==> src/rtl/mdio_seq_engine.sv <==
// MDIO management sequencer: runs a microprogram from an external combinational ROM
// and turns each instruction into cmd_valid/cmd_ready transactions for the MDIO master.
//   IDLE     | waiting for start
//   FETCH    | latch instruction at pc and dispatch by opcode
//   ISSUE    | present one command; wait for the master to accept it
//   COMPLETE | wait for the master to finish; capture read data and decide
//   WAITING  | timed delay of data*WAIT_UNIT clocks
//   ERR      | record the fault, then return to IDLE
module mdio_seq_engine #(
  parameter int PROG_AW     = 5,
  parameter int WAIT_UNIT   = 65536,
  parameter int POLL_MAX    = 1024,
  parameter int CMD_TIMEOUT = 1048576
) (
  input  logic               clk,
  input  logic               resetn,
  input  logic               start,
  output logic [PROG_AW-1:0] prog_addr,
  input  logic [39:0]        prog_data,
  output logic               busy,
  output logic               done,
  output logic               error,
  output logic [1:0]         err_code,
  output logic [PROG_AW-1:0] err_pc,
  output logic [15:0]        last_read,
  output logic               cmd_valid,
  input  logic               cmd_ready,
  output logic               read_write,
  output logic [4:0]         reg_adr,
  output logic [15:0]        write_data,
  input  logic               read_data_valid,
  input  logic [15:0]        read_data
);

  typedef enum logic [2:0] {
    S_IDLE, S_FETCH, S_ISSUE, S_COMPLETE, S_WAITING, S_ERR
  } state_t;

  localparam logic [2:0] OP_END   = 3'd0;
  localparam logic [2:0] OP_WRITE = 3'd1;
  localparam logic [2:0] OP_READ  = 3'd2;
  localparam logic [2:0] OP_RMW   = 3'd3;
  localparam logic [2:0] OP_POLL  = 3'd4;
  localparam logic [2:0] OP_WAIT  = 3'd5;
  localparam logic [2:0] OP_JUMP  = 3'd6;

  state_t             state_q, state_d;
  logic [PROG_AW-1:0] pc_q, pc_d;
  logic [2:0]         op_q, op_d;
  logic [4:0]         reg_q, reg_d;
  logic [15:0]        data_q, data_d;
  logic [15:0]        mask_q, mask_d;
  logic               phase_q, phase_d;
  logic               got_rd_q, got_rd_d;
  logic               issued_q, issued_d;
  logic [31:0]        poll_cnt_q, poll_cnt_d;
  logic [31:0]        tmo_cnt_q, tmo_cnt_d;
  logic [31:0]        wait_cnt_q, wait_cnt_d;
  logic [15:0]        last_read_q, last_read_d;
  logic               error_q, error_d;
  logic [1:0]         err_code_q, err_code_d;
  logic [PROG_AW-1:0] err_pc_q, err_pc_d;
  logic               done_q, done_d;

  logic               is_read;
  logic [15:0]        rd_val;
  logic               have_rd;
  logic               poll_hit;
  logic [31:0]        wait_tgt;
  logic               fault;
  logic [1:0]         fault_code;

  // RMW phase 0 is the read half; phase 1 writes back the merged value.
  assign is_read  = (op_q == OP_READ) || (op_q == OP_POLL) || ((op_q == OP_RMW) && !phase_q);
  assign rd_val   = read_data_valid ? read_data : last_read_q;
  assign have_rd  = got_rd_q | read_data_valid;
  assign poll_hit = ((rd_val & mask_q) == (data_q & mask_q));
  assign wait_tgt = {16'd0, data_q} * 32'(WAIT_UNIT);

  always_comb begin
    state_d     = state_q;
    pc_d        = pc_q;
    op_d        = op_q;
    reg_d       = reg_q;
    data_d      = data_q;
    mask_d      = mask_q;
    phase_d     = phase_q;
    got_rd_d    = got_rd_q;
    issued_d    = issued_q;
    poll_cnt_d  = poll_cnt_q;
    tmo_cnt_d   = tmo_cnt_q;
    wait_cnt_d  = wait_cnt_q;
    last_read_d = last_read_q;
    error_d     = error_q;
    err_code_d  = err_code_q;
    err_pc_d    = err_pc_q;
    done_d      = 1'b0;
    fault       = 1'b0;
    fault_code  = 2'd0;

    case (state_q)
      S_IDLE: begin
        if (start) begin
          error_d    = 1'b0;
          err_code_d = 2'd0;
          err_pc_d   = '0;
          pc_d       = '0;
          state_d    = S_FETCH;
        end
      end
      S_FETCH: begin
        op_d       = prog_data[39:37];
        reg_d      = prog_data[36:32];
        data_d     = prog_data[31:16];
        mask_d     = prog_data[15:0];
        phase_d    = 1'b0;
        got_rd_d   = 1'b0;
        issued_d   = 1'b0;
        poll_cnt_d = '0;
        tmo_cnt_d  = '0;
        wait_cnt_d = '0;
        case (prog_data[39:37])
          OP_END: begin
            done_d  = 1'b1;
            state_d = S_IDLE;
          end
          OP_WRITE, OP_READ, OP_RMW, OP_POLL: state_d = S_ISSUE;
          OP_WAIT: begin
            if (prog_data[31:16] == 16'd0) pc_d = pc_q + PROG_AW'(1);
            else                           state_d = S_WAITING;
          end
          OP_JUMP: pc_d = prog_data[16 +: PROG_AW];
          default: begin
            fault      = 1'b1;
            fault_code = 2'd3;
          end
        endcase
      end
      S_ISSUE: begin
        tmo_cnt_d = tmo_cnt_q + 32'd1;
        if (!issued_q) begin
          if (cmd_ready) issued_d = 1'b1;
        end else if (!cmd_ready) begin
          issued_d = 1'b0;
          state_d  = S_COMPLETE;
        end
      end
      S_COMPLETE: begin
        tmo_cnt_d = tmo_cnt_q + 32'd1;
        if (read_data_valid) begin
          last_read_d = read_data;
          got_rd_d    = 1'b1;
        end
        if (cmd_ready) begin
          if (is_read && !have_rd) begin
            fault      = 1'b1;
            fault_code = 2'd3;
          end else if ((op_q == OP_RMW) && !phase_q) begin
            phase_d   = 1'b1;
            got_rd_d  = 1'b0;
            tmo_cnt_d = '0;
            state_d   = S_ISSUE;
          end else if ((op_q == OP_POLL) && !poll_hit) begin
            if (poll_cnt_q == 32'(POLL_MAX - 1)) begin
              fault      = 1'b1;
              fault_code = 2'd1;
            end else begin
              poll_cnt_d = poll_cnt_q + 32'd1;
              got_rd_d   = 1'b0;
              tmo_cnt_d  = '0;
              state_d    = S_ISSUE;
            end
          end else begin
            pc_d    = pc_q + PROG_AW'(1);
            state_d = S_FETCH;
          end
        end
      end
      S_WAITING: begin
        wait_cnt_d = wait_cnt_q + 32'd1;
        if (wait_cnt_q == wait_tgt - 32'd1) begin
          pc_d    = pc_q + PROG_AW'(1);
          state_d = S_FETCH;
        end
      end
      S_ERR:   state_d = S_IDLE;
      default: state_d = S_IDLE;
    endcase

    // A hung transaction overrides whatever the handshake logic decided this cycle.
    if (((state_q == S_ISSUE) || (state_q == S_COMPLETE)) &&
        (tmo_cnt_q == 32'(CMD_TIMEOUT - 1))) begin
      fault      = 1'b1;
      fault_code = 2'd2;
    end

    if (fault) begin
      state_d    = S_ERR;
      issued_d   = 1'b0;
      error_d    = 1'b1;
      err_code_d = fault_code;
      err_pc_d   = pc_q;
    end
  end

  always_ff @(posedge clk or negedge resetn) begin
    if (!resetn) begin
      state_q     <= S_IDLE;
      pc_q        <= '0;
      op_q        <= '0;
      reg_q       <= '0;
      data_q      <= '0;
      mask_q      <= '0;
      phase_q     <= 1'b0;
      got_rd_q    <= 1'b0;
      issued_q    <= 1'b0;
      poll_cnt_q  <= '0;
      tmo_cnt_q   <= '0;
      wait_cnt_q  <= '0;
      last_read_q <= '0;
      error_q     <= 1'b0;
      err_code_q  <= '0;
      err_pc_q    <= '0;
      done_q      <= 1'b0;
    end else begin
      state_q     <= state_d;
      pc_q        <= pc_d;
      op_q        <= op_d;
      reg_q       <= reg_d;
      data_q      <= data_d;
      mask_q      <= mask_d;
      phase_q     <= phase_d;
      got_rd_q    <= got_rd_d;
      issued_q    <= issued_d;
      poll_cnt_q  <= poll_cnt_d;
      tmo_cnt_q   <= tmo_cnt_d;
      wait_cnt_q  <= wait_cnt_d;
      last_read_q <= last_read_d;
      error_q     <= error_d;
      err_code_q  <= err_code_d;
      err_pc_q    <= err_pc_d;
      done_q      <= done_d;
    end
  end

  // cmd_valid is decoded from state so it falls with reset, not on the next edge.
  assign cmd_valid  = (state_q == S_ISSUE) && issued_q;
  assign read_write = is_read;
  assign reg_adr    = reg_q;
  assign write_data = (op_q == OP_RMW) ? ((last_read_q & ~mask_q) | (data_q & mask_q)) : data_q;
  assign prog_addr  = pc_q;
  assign busy       = (state_q != S_IDLE);
  assign done       = done_q;
  assign error      = error_q;
  assign err_code   = err_code_q;
  assign err_pc     = err_pc_q;
  assign last_read  = last_read_q;

endmodule

==> config.mk <==
export PLATFORM = sky130hd
export DESIGN_NAME = mdio_seq_engine
export DESIGN_NICKNAME = d
export VERILOG_FILES = /design/src/rtl/mdio_seq_engine.sv
export SDC_FILE = /design/constraint.sdc
export NUM_CORES = 1
export LEC_CHECK = 0
export CAP_MARGIN = 20
export CORE_UTILIZATION = 30
export CTS_BUF_LIST = sky130_fd_sc_hd__clkbuf_4 sky130_fd_sc_hd__clkbuf_8
export DETAILED_ROUTE_END_ITERATION = 8
export PLACE_DENSITY = 0.47
export SLEW_MARGIN = 30
export SYNTH_ARGS = -nofsm -noshare
export SYNTH_HDL_FRONTEND = slang
export SYNTH_SLANG_ARGS = --single-unit
export TNS_END_PERCENT = 100
==> constraint.sdc <==
create_clock -name clk -period 3.8 [get_ports clk]
set_clock_uncertainty 0.05 [all_clocks]
set_input_delay 0.57 -clock clk [delete_from_list [all_inputs] [get_ports clk]]
set_output_delay 0.57 -clock clk [all_outputs]
set_load 0.01 [all_outputs]
==> results.cfg <==
[power_and_ir_drop]
switching_power_mw = 3.42
combPwrFrac = 0.490
peakVddDrop_mv = 0.338
power_density_nw_per_um2 = 670
p_seq_frac = 0.342
power_mw = 8.01
pwr-share-clk = 0.168
p_leak_nw = 5.00
switching_share = 0.427
p_int_mw = 4.59

[clock_tree]
clock-sinks = 172
cts_tree = built
cts_buffer_depth = 2
cts_resized = 0
clk_pin_slew_ns = 0.10
insertion_delay_ns = 0.48
root_buffer = clkbuf_8
numCtsBuffers = 17
cts.htree.levels = 4
cts_hold_buffers = 0
post_cts_buffers = 0

[die]
rows = 66
die_area_um2 = 33700
fp.coreArea_um2 = 32500
ios = 115
die_width_um = 183
die_y_um = 183
start_util = 0.304

[routing]
drc_errors = 0
vias = 8450
via_per_inst = 5.04
first_iter_violations = 516
ant_nets = 0
dr.pass1.iters = 5
routed_wl_mm = 28.2
drt-wirelength-per-cell_um = 16.8

[global_route]
grt.total_usage = 0.172
grt_pass1_wl_mm = 45.1
grt_max_degree = 76
grt-ovfl-total = 0
antenna_found_initial = 0
grt_pass1_vias = 8107

[synth]
synth_edf_count = 0
ys_ff_latch = 172
synth-xor-area-share = 0.0363
synth_top_area_share = 0.436
yosys-mux-area-fraction = 0.0804
synth_top_family_by_area = simple AND/OR/NAND/NOR gates
synth-warning-count = 0
async_flop_share = 1.00
synth_ff_type = dfrtp_1
synth_largest_area_cell = dfrtp_1
synth_fa_ha_area_frac = 0.00633
synth_area_leaders = dfrtp_1 (44%), nand2_1 (8.5%), o21ai_0 (4.1%)
syn_area_um2 = 9880
synth-compound-area-share = 0.146
ys_types = 70
syn_area_per_cell_um2 = 8.87
synthesis.nets = 1180
yosysSeqAreaShare = 0.436
synth-simple-area-share = 0.263
synthCells = 1114

[outcome]
status = complete, no violations

[cells_and_area]
antennaDiodeCount = 0
nFillCells = 3302
fin_cells = 1675
fin_nets = 1286
layout-drive-gt1-share = 0.103
syn_to_final_growth_pct = 21.1

[place]
gpl.final_weighted_congestion = 0.796
io_buffers = 114
place_inst = 1643
dpl_worst_slack_ns = 0.0430
dp_hpwl_mm = 20.1

[critical_path]
endpoint_kind = register
start_kind = input pin
crit_fanout = 19
worstPathArrival_ns = 3.60
crit_required_ns = 4.11
r2r_setup_slack_ns = 0.83
reg2regPathDepth = 10
path_class = input pin to register

[timing]
hold_viol_final = 0
timing.slew.headroom = 0.427
fin_ws_ns = 0.512
clock.fmax_ghz = 0.304
maxSlewViolCount = 0
finalCritPeriodShare = 0.865
worst_slew_pin_slew_ns = 0.858
finalCriticalPeriod_ns = 3.29
hold_ws_ns = 0.0503
setup_viol = 0
tns_ns = 0
rsz0062_at_grt = no

[hold_path]
hold_class = input pin to async pin

[run]
cap_violations = 0
cell families after synthesis:
family / Yosys count
buf+inv: 69
fa+ha+maj: 5
mux: 74
xor+xnor: 41
flops: 172
simple gates: 537
compound gates: 216
flip-flops by register name, summed over array words and instances (netlist names), 16 cells and up:
| signal | cells |
|---|---|
| poll_cnt_q | 32 |
| tmo_cnt_q | 32 |
| wait_cnt_q | 32 |
| data_q | 16 |
| last_read | 16 |
| mask_q | 16 |
metal layers:
layer	part of all wire	up-vias	global-route usage
met3	0.032	17	0.0305
met5	0	-	0
met2	0.46	120	0.269
met4	0.011	0	0.0457
li1	-	4207	-
met1	0.50	4106	0.243
worst paths after layout:
check | from | to
setup reg to reg | data_q[0] | prog_addr[3]
setup / recovery | read_data_valid | state_q[0]
max in group asynchronous | resetn | wait_cnt_q[18]
min in group clk | reg_adr[4] | reg_adr[4]
hold reg to reg | reg_adr[4] | reg_adr[4]
hold / removal | resetn | tmo_cnt_q[13]
synth_stat cells, types with 23 or more instances:
cell	number
nand2b_1	26
dfrtp_1	172
mux2_2	31
xnor2_1	30
o31ai_1	23
clkbuf_1	31
mux2i_1	40
nor2_1	96
o21ai_0	81
nand3_1	56
nand2_1	224
a21oi_1	25
nor4_1	24
cells in the final DEF, fill, tap and decap left out, drive strengths merged, types with 27 or more instances in the layout:
master | Yosys | layout
xnor2 | 30 | 30
nor2 | 97 | 97
dfrtp | 172 | 172
nand3 | 57 | 57
a21oi | 27 | 27
o21ai | 85 | 85
mux2 | 34 | 34
mux2i | 40 | 40
nand2 | 224 | 224
clkdlybuf4s50 | 0 | 113
metrics by stage:
stage | util | cell area, um^2
2_1_floorplan | - | 9880
3_3_place_gp | 0.357 | 11600
3_5_place_dp | 0.357 | 11600
4_1_cts | 0.369 | 12000
5_1_grt | 0.369 | 12000
6_report | 0.369 | 12000
final cells by class:
| cell class | count | area [um^2] | area share |
|---|---|---|---|
| multi-input cells | 873 | 5270 | 0.441 |
| repair buffers | 139 | 1380 | 0.115 |
| well taps | 442 | 553 | 0.0462 |
| flip-flops and latches | 172 | 4300 | 0.360 |
| clock inverters | 10 | 116 | 0.00972 |
| inverters | 17 | 63.8 | 0.00533 |
| clock buffers | 22 | 278 | 0.0232 |
power groups by stage:
stage | combinational, mW | clock [mW] | sequential (mW)
floorplan | 2.53 | 0 | 2.64
global placement | 3.93 | 0 | 2.77
detailed placement | 3.96 | 0 | 2.78
CTS | 3.97 | 1.41 | 2.75
global route | 4.34 | 1.47 | 2.82
finish | 3.92 | 1.35 | 2.74
worst max-delay path, cell delays in order:
cell and delay (ns):
clkdlybuf4s50_1 0.51, buf_12 0.20, mux2i_1 0.23, xnor2_1 0.08, a2111oi_1 0.61, nand4_2 0.40
a31oi_1 0.39, o211a_1 0.28, mux2i_1 0.22, nand3_1 0.10
Note: power is estimated with default switching activity, not from simulation.
